<file path="src/rtl/stream_accumulator_pkg.sv">
// Shared constants, state encoding and block-length decode
// for the stream accumulator.
package stream_accumulator_pkg;

  localparam int SA_WIDTH = 8;
  localparam int SA_LEN_W = 4;

  typedef enum logic [1:0] {
    ST_IDLE  = 2'd0,
    ST_ACCUM = 2'd1,
    ST_DONE  = 2'd2
  } sa_state_t;

  // A length field of zero encodes the full block of 2**LEN_W samples.
  function automatic logic [SA_LEN_W:0] decode_len(
    input logic [SA_LEN_W-1:0] l
  );
    logic [SA_LEN_W:0] r;
    r = {1'b0, l};
    if (l == '0) begin
      r = {1'b1, {SA_LEN_W{1'b0}}};
    end
    return r;
  endfunction

endpackage

</file>
<file path="src/rtl/Adder.sv">
// Existing 8-bit ripple-carry adder; sum only, the carry-out
// is not brought out.
module Adder (
  input  logic [7:0] a,
  input  logic [7:0] b,
  output logic [7:0] s
);

  logic [7:0] c;

  assign c[0] = 1'b0;

  for (genvar i = 0; i < 8; i++) begin : g_bit
    assign s[i] = a[i] ^ b[i] ^ c[i];
    if (i < 7) begin : g_carry
      assign c[i+1] = (a[i] & b[i])
                    | (a[i] & c[i])
                    | (b[i] & c[i]);
    end
  end

endmodule

</file>
<file path="src/rtl/stream_accumulator.sv">
// Sums a block of 1..16 samples through Adder and presents the
// 16-bit total {hi, lo} on a valid/ready result port.
module stream_accumulator
  import stream_accumulator_pkg::*;
#(
  parameter int WIDTH = SA_WIDTH,
  parameter int LEN_W = SA_LEN_W
) (
  input  logic               clk,
  input  logic               rst,
  input  logic               start,
  input  logic [LEN_W-1:0]   len,
  input  logic               in_valid,
  input  logic [WIDTH-1:0]   in_data,
  output logic               in_ready,
  output logic               out_valid,
  input  logic               out_ready,
  output logic [2*WIDTH-1:0] sum,
  output logic               busy
);

  localparam logic [LEN_W:0] REM_ONE = 1;

  sa_state_t        state_q, state_d;
  logic [WIDTH-1:0] lo_q, lo_d;
  logic [WIDTH-1:0] hi_q, hi_d;
  logic [LEN_W:0]   rem_q, rem_d;
  logic             in_ready_q, in_ready_d;
  logic             out_valid_q, out_valid_d;
  logic             busy_q, busy_d;

  logic [WIDTH-1:0] s;
  logic             carry;

  Adder u_adder (
    .a (lo_q),
    .b (in_data),
    .s (s)
  );

  // The adder wrapped past 2**WIDTH exactly when its sum fell below lo.
  assign carry = (s < lo_q);

  always_comb begin
    state_d = state_q;
    lo_d    = lo_q;
    hi_d    = hi_q;
    rem_d   = rem_q;
    unique case (state_q)
      ST_IDLE: begin
        if (start) begin
          lo_d    = '0;
          hi_d    = '0;
          rem_d   = decode_len(len);
          state_d = ST_ACCUM;
        end
      end
      ST_ACCUM: begin
        if (in_valid) begin
          lo_d  = s;
          hi_d  = hi_q + {{(WIDTH-1){1'b0}}, carry};
          rem_d = rem_q - REM_ONE;
          if (rem_q == REM_ONE) begin
            state_d = ST_DONE;
          end
        end
      end
      ST_DONE: begin
        if (out_ready) begin
          state_d = ST_IDLE;
        end
      end
      default: begin
        state_d = ST_IDLE;
      end
    endcase
  end

  always_comb begin
    in_ready_d  = (state_d == ST_ACCUM);
    out_valid_d = (state_d == ST_DONE);
    busy_d      = (state_d != ST_IDLE);
  end

  always_ff @(posedge clk) begin
    if (rst) begin
      state_q     <= ST_IDLE;
      lo_q        <= '0;
      hi_q        <= '0;
      rem_q       <= '0;
      in_ready_q  <= 1'b0;
      out_valid_q <= 1'b0;
      busy_q      <= 1'b0;
    end else begin
      state_q     <= state_d;
      lo_q        <= lo_d;
      hi_q        <= hi_d;
      rem_q       <= rem_d;
      in_ready_q  <= in_ready_d;
      out_valid_q <= out_valid_d;
      busy_q      <= busy_d;
    end
  end

  assign in_ready  = in_ready_q;
  assign out_valid = out_valid_q;
  assign busy      = busy_q;
  assign sum       = {hi_q, lo_q};

endmodule
</file>
<file path="config.mk">
export PLATFORM = sky130hd
export DESIGN_NAME = stream_accumulator
export DESIGN_NICKNAME = d
export VERILOG_FILES = /design/src/rtl/stream_accumulator_pkg.sv /design/src/rtl/Adder.sv /design/src/rtl/stream_accumulator.sv
export SDC_FILE = /design/constraint.sdc
export NUM_CORES = 1
export LEC_CHECK = 0
export ABC_CLOCK_PERIOD_IN_PS = 9100
export CORE_UTILIZATION = 53
export CTS_CLUSTER_SIZE = 24
export DETAILED_ROUTE_END_ITERATION = 12
export GPL_TIMING_DRIVEN = 0
export PLACE_DENSITY_LB_ADDON = 0.08
export SETUP_SLACK_MARGIN = 0.05
export SYNTH_ARGS = -nofsm -noshare
export SYNTH_HDL_FRONTEND = slang
export SYNTH_HIERARCHICAL = 1
export SYNTH_SLANG_ARGS = --single-unit
</file>
<file path="constraint.sdc">
create_clock -name clk -period 9.1 [get_ports clk]
set_input_delay 2.275 -clock clk [delete_from_list [all_inputs] [get_ports clk]]
set_output_delay 2.275 -clock clk [all_outputs]
set_load 0.05 [all_outputs]
</file>
After elaboration in Yosys (flattened, before gate mapping)

Index checks and enable logic that the tools add are counted.

Bitwise operators: 46
Muxes and demuxes: 14
Equal/unequal tests: 7
Reduce and logical (&&, ||, !) cells: 5
$lt $le $gt $ge: 1
Add/subtract/negate cells: 2

Operators by type and width:

| kind                | number |
|---|---|
| $pmux 8 s2          | 2 |
| $mux 8              | 3 |
| $and 1x1->1         | 19 |
| $mux 5              | 3 |
| $xor 1x1->1         | 15 |
| $or 1x1->1          | 12 |
| $pmux 5 s2          | 1 |
| $add 8x1->8         | 1 |
| $lt 8x8->1          | 1 |
| $mux 2              | 4 |
| $pmux 2 s3          | 1 |
| $eq 5x1->1 const B  | 1 |
| $sub 5x1->5 const B | 1 |
| $eq 2x1->1 const B  | 2 |
| $eq 2x2->1 const B  | 2 |
| $logic_not 4->1     | 1 |
| $ne 2x2->1 const B  | 2 |
| $reduce_bool 2->1   | 2 |
| $reduce_and 3->1    | 1 |
| $logic_not 2->1     | 1 |

Register bits: 26
Input port bits: 17
Word-level logic and storage cells: 82

Logic depth before layout (Yosys ltp)

Gate-level depths: netlist (run 1).

Depth in word-level cells: 24
Gate-level depth with buffers: 17
Gate-level depth less buffers: 17

Modules after synthesis

The synthesis (run 1) kept the hierarchy.

By module, submodules not included:

| module             | cells an instance | times used | area each (µm²) |
|---|---|---|---|
| stream_accumulator | 153               | 1          | 1367.6 |
| Adder              | 8                 | 1          | 156.4 |

Worst setup path before layout (run 1)

OpenSTA, ideal clock, no wires.

Path type: input port to flip-flop
Start: input port in_data[0]
End: register hi_q[6]
Setup time: 0.118 ns
Data arrival time: 6.375 ns
Stages: 17
Data required time: 8.982 ns
Setup slack: 2.608 ns
Buffers on the path: 0
Path through: ha_1 fa_1 fa_1 fa_1 fa_1 fa_1 fa_1 xor3_1 ha_1 a21o_1 a31oi_1 ha_1 ha_1 inv_1 nor4b_1 xnor2_1 nor2_1

Longest elaborated chain between the ends: 24
Elaborated cells on any way between the ends: 37

RTL lines:

| item                 | line                     | RTL |
|---|---|---|
| start, declared      | stream_accumulator.sv:14 | `input logic [WIDTH-1:0] in_data,` |
| $and 1x1->1 (*)      | Adder.sv:16              | `assign c[i+1] = (a[i] & b[i])` |
| $and 1x1->1          | Adder.sv:17              | `\| (a[i] & c[i])` |
| $or 1x1->1           | Adder.sv:17              |  |
| $or 1x1->1 (*)       | Adder.sv:18              | `\| (b[i] & c[i]);` |
| $and 1x1->1          | Adder.sv:17              |  |
| $or 1x1->1           | Adder.sv:17              |  |
| $or 1x1->1 (*)       | Adder.sv:18              |  |
| $and 1x1->1          | Adder.sv:17              |  |
| [9 not listed]       | n/a                      |  |
| $or 1x1->1           | Adder.sv:17              |  |
| $or 1x1->1 (*)       | Adder.sv:18              |  |
| $xor 1x1->1 (*)      | Adder.sv:14              | `assign s[i] = a[i] ^ b[i] ^ c[i];` |
| via s[7]             | stream_accumulator.sv:32 | `logic [WIDTH-1:0] s;` |
| $lt 8x8->1 (*)       | stream_accumulator.sv:42 | `assign carry = (s < lo_q);` |
| $add 8x1->8 (*)      | stream_accumulator.sv:61 | `hi_d = hi_q + {{(WIDTH-1){1'b0}}, carry};` |
| $mux 8 (*)           | stream_accumulator.sv:59 | `if (in_valid) begin` |
| $pmux 8 s2 (*)       | stream_accumulator.sv:49 | `unique case (state_q)` |
| end signal, assigned | stream_accumulator.sv:97 | `hi_q <= hi_d;` |
| end, declared        | stream_accumulator.sv:26 | `logic [WIDTH-1:0] hi_q, hi_d;` |

The timed path passes the listed nets; every way through them passes the cells marked *. The select of a mux whose other input is x is not followed.
A chain may end at the register's enable or synchronous reset.

Final worst setup path (run 1)

Start: input port in_data[0]
End: register hi_q[4]

The elaborated chain is that of the path after synthesis.

==> flow_summary.toml, run 1 <==
[global_routing]
grt-ovfl-total = 0
grt_max_degree = 15
antenna_found_initial = 0
grt_pass1_wl_um = 5780
grt.total_usage_pct = 23.6
grt_pass1_vias = 1328

[floorplan]
core-area_mm2 = 0.00273
die_h_um = 55.6
die_w_um = 55.6
io_pins = 36
rows = 19
die-area_mm2 = 0.00309
start_util_pct = 55.7

[routing]
viasPerCell = 5.69
wl_um = 3220
drt_pre_antenna_iters = 4
dr_total_vias = 1314
drc_errors = 0
drt_iter0_drc = 43
final_antenna_net_count = 0
wire_per_inst_um = 13.9

[finish]
antenna_cells = 0
finish.utilization_pct = 71.3
fin_nets = 236
final_layout_size_suffix_gt1_share_pct = 8.50
nFillCells = 217
area_growth_pct = 27.9
fin_area_mm2 = 0.00195

[synthesis]
synth_edf_count = 0
synth.cell_area_mm2 = 0.00152
ys_seq_elements = 26
synth.distinct_cells = 39
netlist_top_cells_area = "dfxtp_1 34%, ha_1 9.9%, fa_1 7.9%"
yosys_warnings = 6
yosys-top-cells-count = "26 x dfxtp_1, 22 x nor2_1, 12 x ha_1"
synth_most_common_cell = "dfxtp_1"
async_flop_share_pct = 0
seq_area_frac_synth_pct = 34.2
synth.avg_cell_area_um2 = 9.47
syn-num-nets = 196
synth-main-ff-cell = "dfxtp_1"
netlist.area_leader.share_pct = 34.2
synth_cells = 161
yosysTopAreaCell = "dfxtp_1"

[worst_hold_path]
hp-class = "register to register"

[placed_design]
hpwlAfterDp_um = 2520
place_ws_ps = 1750
dpl_cell_area_mm2 = 0.00191
place_congestion = 0.840
io_buffers = 35

[setup_path]
startpoint_type = "input port"
endpoint_kind = "register"
crit_required_ps = 9320
worst_ep_arrival_time_ps = 7190
r2r_setup_slack_ps = 4130
path_class = "input port to register"
crit_fanout = 3

[cts]
cts_setup_buffers = 0
cts_made_buffers = 3
clock_sinks = 26
cts_tree = "done"
htreeDepth = 1
clockBufferDepth = 2
hold_buffers = 0
clk_latency_ps = 310
cts-resized-gates = 0
cts.clk_slew.worst_paths_ps = 140
root_buffer = "clkbuf_4"

[sta]
min_period_ps = 6970
setup_tns_ps = 0
slew_headroom_pct = 66.1
hold_viol_final = 0
period_share_pct = 76.6
rsz0062_at_grt = "false"
setup_ws_ps = 2130
worstMarginPinSlew_ps = 507
holdWs_ps = 522
drv_slew = 0
finClkSkew_ps = 1.49
finalSetupViolCount = 0
fmax_mhz = 143

[status]
status = "complete, no violations"

[pwr]
p_leak_uw = 0.000731
ir_worst_vdd_uv = 104
power.density_mw_per_mm2 = 132

[run]
cap_violations = 0
[path summary, 6_finish.rpt]
check / from / end / cells after the start
worst max-delay path: in_data[0] / hi_q[4] / 18
worst min-delay path: rem_q[3] / rem_q[3] / 2
worst max register to register: lo_q[0] / hi_q[4] / 17
worst min register to register: rem_q[3] / rem_q[3] / 2
[cells in the final DEF, fill, tap and decap left out, drive strengths merged, types with 5 or more instances in the layout]
cell / synthesis / routed
inv: 11 / 11
ha: 12 / 12
dfxtp: 26 / 26
fa: 6 / 6
nor2: 22 / 22
nand2b: 5 / 5
clkbuf: 4 / 8
o21ai: 5 / 5
a21oi: 10 / 10
clkdlybuf4s50: 0 / 35
a22oi: 10 / 10
[stage by stage]
step                instances  power (uW)
floorplan                 161         177
global placement          227         198
detailed placement        227         201
CTS                       231         261
global route              231         274
finish                    231         258
[cell families after synthesis]
kind of cell | Yosys count | share of synthesized area, %
muxes | 1 | 0.903
xor gates and xnor gates | 7 | 5.01
AOI/OAI and AO/OA | 37 | 18.8
DFF | 26 | 34.2
and+or+nand+nor | 54 | 18.3
buffers and inverters | 18 | 5.09
adders and majority gates | 18 | 17.7
[per-layer routing]
layer	GRT usage, %	up-vias	wire length (um)
met5	0	-	0
met4	8.93	0	42
met3	3.95	6	144
met2	43.7	36	1680
met1	26.8	625	1340
li1	-	647	-
[critical path, cell delays in order]
cell and delay, ps:
clkdlybuf4s50_1 430, ha_1 220, fa_1 390, fa_1 410
fa_1 400, fa_1 390, fa_1 420, fa_1 390
xor3_1 230, ha_1 310, a21o_1 180, a31oi_1 150
ha_1 200, ha_1 150, inv_1 60, nor4_1 360
xnor2_1 170, nor2_1 50
[layout make-up]
class / count / area, um2 / share of cell area [%]
Multi-Input combinational cell: 117 / 926 / 47.5
Tap cell: 31 / 38.8 / 1.99
Buffer: 7 / 36.3 / 1.86
Timing Repair Buffer: 35 / 350 / 18.0
Inverter: 11 / 41.3 / 2.12
Sequential cell: 26 / 520 / 26.7
Clock buffer: 4 / 36.3 / 1.86
[registers in the layout, indices dropped and copies added, names as in the netlist]
register and count:
lo_q 8, out_valid 1, state_q 2, rem_q 5
in_ready 1, busy 1, hi_q 8
[power by group]
part	internal [uW]	switching [uW]
registers	119	5.13
logic	33.9	40.5
clock network	24.4	34.7
(Power assumes the default switching activity.)
==> inputs of run 2 (changes only) <==
--- a/config.mk
+++ b/config.mk
@@ -5,8 +5,8 @@
 export SDC_FILE = /design/constraint.sdc
 export NUM_CORES = 1
 export LEC_CHECK = 0
-export ABC_CLOCK_PERIOD_IN_PS = 9100
-export CORE_UTILIZATION = 53
+export ABC_CLOCK_PERIOD_IN_PS = 5780
+export CORE_UTILIZATION = 44
 export CTS_CLUSTER_SIZE = 24
 export DETAILED_ROUTE_END_ITERATION = 12
 export GPL_TIMING_DRIVEN = 0
==> constraint.sdc (replaced) <==
create_clock -name clk -period 5.78 [get_ports clk]
set_input_delay 1.445 -clock clk [delete_from_list [all_inputs] [get_ports clk]]
set_output_delay 1.445 -clock clk [all_outputs]
set_load 0.05 [all_outputs]
==> flow_summary.toml, run 2 (synthesis results as in run 1) <==
[floorplan]
rows = 21
core-area_mm2 = 0.00334
die-area_mm2 = 0.00370
start_util_pct = 45.7
die_w_um = 60.9
die_h_um = 60.9
io_pins = 36

[setup_path]
path_class = "input port to register"
crit_path_end = "hi_q[6]"
cp_num_cells = 18
startpoint_type = "input port"
crit_top_cell = "fa_2"
max_stage_delay_ps = 430
cp.buffers_inverters = 2
r2r_setup_slack_ps = 1010
worstRegToRegCells = 17
path_cells = "clkbuf_2, ha_2, fa_2, fa_2, fa_2, fa_2, fa_2, fa_2, xor3_2, ha_4, a21o_1, a31oi_2, ha_2, ha_4, inv_4, nor4b_4, xnor2_1, nor2_1"
timing.rr.end = "hi_q[6]"
r2r_start = "lo_q[0]"
crit_required_ps = 6010
critical_path.top_delay_family = "adder cells"
crit_fanout = 3
startpoint = "in_data[0]"
slowest_stage = "xor3_2"
endpoint_kind = "register"
worst_ep_arrival_time_ps = 5810

[pwr]
power.density_mw_per_mm2 = 213
p_leak_uw = 0.000745
ir_worst_vdd_uv = 137

[cts]
cts_tree = "done"
hold_buffers = 0
cts_made_buffers = 3
htreeDepth = 1
clk_latency_ps = 320
cts.clk_slew.worst_paths_ps = 140
root_buffer = "clkbuf_4"
clockBufferDepth = 2
clock_sinks = 26

[global_routing]
grt.total_usage_pct = 18.4
grt_pass1_wl_um = 5130
use_met1_pct = 24.2
grt_pass1_vias = 1169
top_usage_layer = "met2"
grt_use_met3_pct = 4.26
grt-ovfl-total = 0
antenna_found_initial = 0
grtUsageMet2_pct = 30.6
grt_max_degree = 16

[routing]
wire_per_inst_um = 12.7
drt_pre_antenna_iters = 4
viasPerCell = 5.25
wl_um = 3160
dr_total_vias = 1301
drc_errors = 0
drt_iter0_drc = 40
final_antenna_net_count = 0

[sta]
fmax_mhz = 179
rsz0062_at_grt = "false"
min_period_ps = 5580
drv_slew = 0
finalSetupViolCount = 0
worstMarginPinSlew_ps = 631
hold_viol_final = 0
period_share_pct = 96.5
holdWs_ps = 531
finClkSkew_ps = 2.55
slew_headroom_pct = 57.1

[finish]
finish.utilization_pct = 62.6
final_layout_size_suffix_gt1_share_pct = 18.8
area_growth_pct = 37.0
nFillCells = 308
final_common_cell = "clkdlybuf4s50_1"
multi_input_area_mm2 = 0.00101
final_cell_mix = "33 x clkdlybuf4s50_1, 26 x dfxtp_1, 22 x nor2_1, 10 x inv_1, 10 x a21oi_1"
fin_area_mm2 = 0.00209
antenna_cells = 0
register_area_um2 = 520
reg_top3 = "hi_q x8, lo_q x8, rem_q x5"
fin_nets = 238

[placed_design]
io_buffers = 35
place_congestion = 0.818
dpl_cell_area_mm2 = 0.00193
hpwlAfterDp_um = 2370

[status]
status = "complete, no violations"

[run]
cap_violations = 0

[worst_hold_path]
hp-class = "register to register"
==> run 2: cell types whose count changed in the layout (fill, tap and decap cells not counted), moves of 2 or more <==
cell | previous run | this run
ha_1 | 12 | 8
ha_4 | 0 | 2
fa_2 | 0 | 6
clkdlybuf4s50_1 | 35 | 33
fa_1 | 6 | 0
ha_2 | 0 | 2
==> run 2: metrics by stage <==
stage               TNS, ps  setup WS, ps  cells  total power [uW]
global route              0          99.3    248               473
CTS                       0          67.8    247               444
global placement      -2660          -534    242               313
finish                    0           201    248               445
floorplan                 0           118    161               279
detailed placement    -3060          -595    242               315
==> run 2: layout make-up <==
class                      count  area share [%]
buffer                         7            1.74
clock buffer                   3            1.08
clock inverter                 1            1.44
inverter                      11            2.10
multi-input combinational    117            48.4
sequential                    26            24.9
tap                           46            2.76
timing repair buffer          37            17.6
==> run 2: how the worst min path moves through the flow <==
| stage | startpoint | endpoint | cells after the start |
|---|---|---|---|
| after CTS | rem_q[3] | rem_q[3] | 2 |
| after floorplan | rem_q[3] | rem_q[3] | 2 |
| after global routing | rem_q[3] | rem_q[3] | 2 |
| after global placement | hi_q[7] | hi_q[7] | 2 |
| after detailed placement | rem_q[3] | rem_q[3] | 2 |
| final | rem_q[3] | rem_q[3] | 2 |
==> run 2: per-layer routing <==
| metal | up-vias | part of all wire, % |
|---|---|---|
| met5 | - | 0 |
| met4 | 0 | 0.63 |
| met3 | 2 | 3.5 |
| met2 | 31 | 49 |
| met1 | 620 | 47 |
| li1 | 648 | - |
==> run 2: worst min-delay path, delay by kind of cell, from the launching register on <==
family,cells,cell delay (ps)
compound gates,1,80
flops,1,370
buf+inv,1,60
==> run 2: report_power, final <==
| group | switching (uW) | leakage, uW | internal (uW) |
|---|---|---|---|
| registers | 8.49 | 0.000212 | 188 |
| clock network | 54.1 | 0.0000279 | 70.1 |
| logic | 66.6 | 0.000505 | 58.3 |
==> run 2: repair_timing <==
action                                  4_1_cts  5_1_grt
setup buffers                                 1        1
resized for setup                             8       17
pin swaps                                     4       13
gates cloned                                  0        0
endpoints found under the setup margin        6        5
==> variant (config.mk and constraints of run 2) <==
The 3 states of `sa_state_t` get a one-hot encoding in 3 bits.
--- a/src/rtl/stream_accumulator_pkg.sv
+++ b/src/rtl/stream_accumulator_pkg.sv
@@ -6,8 +6,8 @@
   localparam int SA_LEN_W = 4;
 
-  typedef enum logic [1:0] {
-    ST_IDLE  = 2'd0,
-    ST_ACCUM = 2'd1,
-    ST_DONE  = 2'd2
+  typedef enum logic [2:0] {
+    ST_IDLE  = 3'b001,
+    ST_ACCUM = 3'b010,
+    ST_DONE  = 3'b100
   } sa_state_t;
 
Formal check against the unedited RTL: same outputs for any inputs over 10 cycles, from zero or initial values and one cycle with rst high; not proved beyond that.
==> variant against run 2 <==
  * Critical path depth shrank 1
  * Setup slack gained 0.014 ns
  * Combinational power shrank 44%
  * Synthesized area grew 3.8%
  * Routed wire length grew 13%
  * Non-clock buffer count shrank 1
  * Sequential cell count grew 1
  * Final area shrank 0.66%
  * Total power shrank 21%
  * Critical path type unchanged
  * Largest power group unchanged
==> variant: results (changes against run 2) <==
metric,value,unit,change
Synth cell types,38,,-2.6%
largest net degree at the start of global routing,15,,-1
post-DP HPWL,2750,um,+16%
GRT Overall Usage,0.197,,+0.0126
via count,1443,,+11%
WL met3,113,um,+0.89%
Syn Nets,216,,+10%
prevailing post-synth register cell,dfxtp_1,,
drt pass-1 iters,4,,unchanged
VDD IR-drop max,0.0952,mV,-31%
async set-reset flop share out of synthesis,0,,unchanged
number of buffers added on ports,34,,-2.9%
Yosys Warn Count,6,,unchanged
type of the most critical hold path,reg2reg,,
antenna violations before repair,0,,unchanged
layout cell share with drive strength beyond 1,0.118,,-0.0699
htree depth,1,,unchanged
met2 wire length,1850,um,+20%
multiplexer share of the synthesized area,0.00712,,-0.00191
CTS root buffer,clkbuf_4,,
Avg WL per Cell,13.5,um,+5.7%
cts bufs inserted,3,,unchanged
Setup Skew,0.00328,ns,+0.000730 ns
CP Max Fanout,3,,unchanged
first-pass GRT wire length,5620,um,+9.5%
xor/xnor share of the synthesized area,0.0316,,-0.0184
largest stage delay on the critical path,0.38,ns,-0.05 ns
met1 WL,1590,um,+7.5%
clk slew on worst S/H paths,0.15,ns,
Iter 0 DRT Violations,61,,+53%
Post-Synth Adder-Cell Area,0.171,,-0.00645
biggest regs,"hi_q (8), lo_q (8), rem_q (5)",,
# nets final,256,,+7.6%
Rel. slew slack,0.630,,+0.0593
DP Worst Slack,-0.618,ns,-0.0233 ns
RD Place Congestion,0.863,,+5.4%
status,"complete, no violations",,
ANT cells,0,,unchanged
list of most frequent post-synthesis cells,"dfxtp_1 (27), a21oi_1 (21), nand2_1 (16)",,
leak pwr,0.000729,uW,-2.1%
sequential share of the synthesized area,0.342,,about the same
critical path's slowest cell,fa_2,,
"EDFF count, synth",0,,unchanged
largest cells by area after synthesis,"dfxtp_1 (34%), ha_1 (9.5%), fa_1 (7.6%)",,
Worst-Skew Late Latency,0.32,ns,about the same
Max Used Layer,met4,,
Compound-Gate Fraction of Synth Area,0.176,,-0.0124
[variant: cell count changes in the layout (fill, tap and decap cells not counted), sizes merged, moves of 4 or more]
| cell | change |
|---|---|
| a21oi | +11 |
| nand2 | +12 |
| nand3 | +13 |
| a22oi | -10 |
| inv | +4 |
| nor2 | -9 |
| nand2b | -5 |
[variant: kinds of logic (layout without fill, tap and decap cells)]
kind of cell	Yosys count	after routing
AO/OA/AOI/OAI	46	46
XOR/XNOR	4	4
adder cells (fa/ha/maj)	18	18
flip-flops	27	27
multiplexers	1	1
buffers and inverters	23	62
AND/OR/NAND/NOR	62	62
[variant: final timing paths]
path	endpoint	slack, ns	startpoint	cells past startpoint
worst min register to register	hi_q[0]$_SDFFE_PP0P_	0.49	hi_q[0]$_SDFFE_PP0P_	2
worst max register to register	hi_q[7]$_SDFFE_PP0P_	1.18	lo_q[0]$_SDFFE_PP0P_	16
worst max-delay path	hi_q[7]$_SDFFE_PP0P_	0.21	in_data[0]	17
worst min-delay path	hi_q[0]$_SDFFE_PP0P_	0.49	hi_q[0]$_SDFFE_PP0P_	2
[variant: what timing repair did]
item                       4_1_cts  5_1_grt
pin swaps                       11        7
buffers inserted                 1        0
resized for setup               13        3
setup endpoints to repair        6        6
[variant: per-stage QoR]
stage / instance area (sq um) / instances / power [uW] / TNS, ns
floorplan: 1590 / 181 / 243 / 0
global placement: 1990 / 261 / 268 / -2.80
detailed placement: 1990 / 261 / 271 / -3.16
CTS: 2050 / 266 / 354 / 0
global route: 2070 / 266 / 369 / 0
finish: 2070 / 266 / 351 / 0
[variant: report_power, final]
group	internal [uW]	leakage [uW]	total [uW]	switching (uW)
registers	191	0.000219	197	5.45
clock network	27.0	0.0000150	84.2	57.2
logic	31.3	0.000495	70.4	39.1
[variant: critical path: cells and delay by family]
family                   cells  cell delay, ns
AO/OA/AOI/OAI                2            0.32
XOR/XNOR                     1            0.21
adder cells (fa/ha/maj)      9            2.92
buffers and inverters        2            0.35
multiplexers                 1            0.35
AND/OR/NAND/NOR              2            0.22
[variant: final cells by class]
class | instances | area (sq um)
Buffer | 8 | 45.0
Sequential cell | 27 | 541
Timing Repair Buffer | 35 | 345
Clock buffer | 4 | 26.3
Tap cell | 46 | 57.6
Multi-Input combinational cell | 131 | 1000
Fill cell | 313 | 1320
Inverter | 15 | 56.3
[variant: routing by layer]
layer	vias up	GRT usage
met5	-	0
met4	0	0.0794
met3	2	0.0207
met2	34	0.378
met1	689	0.218
li1	718	-
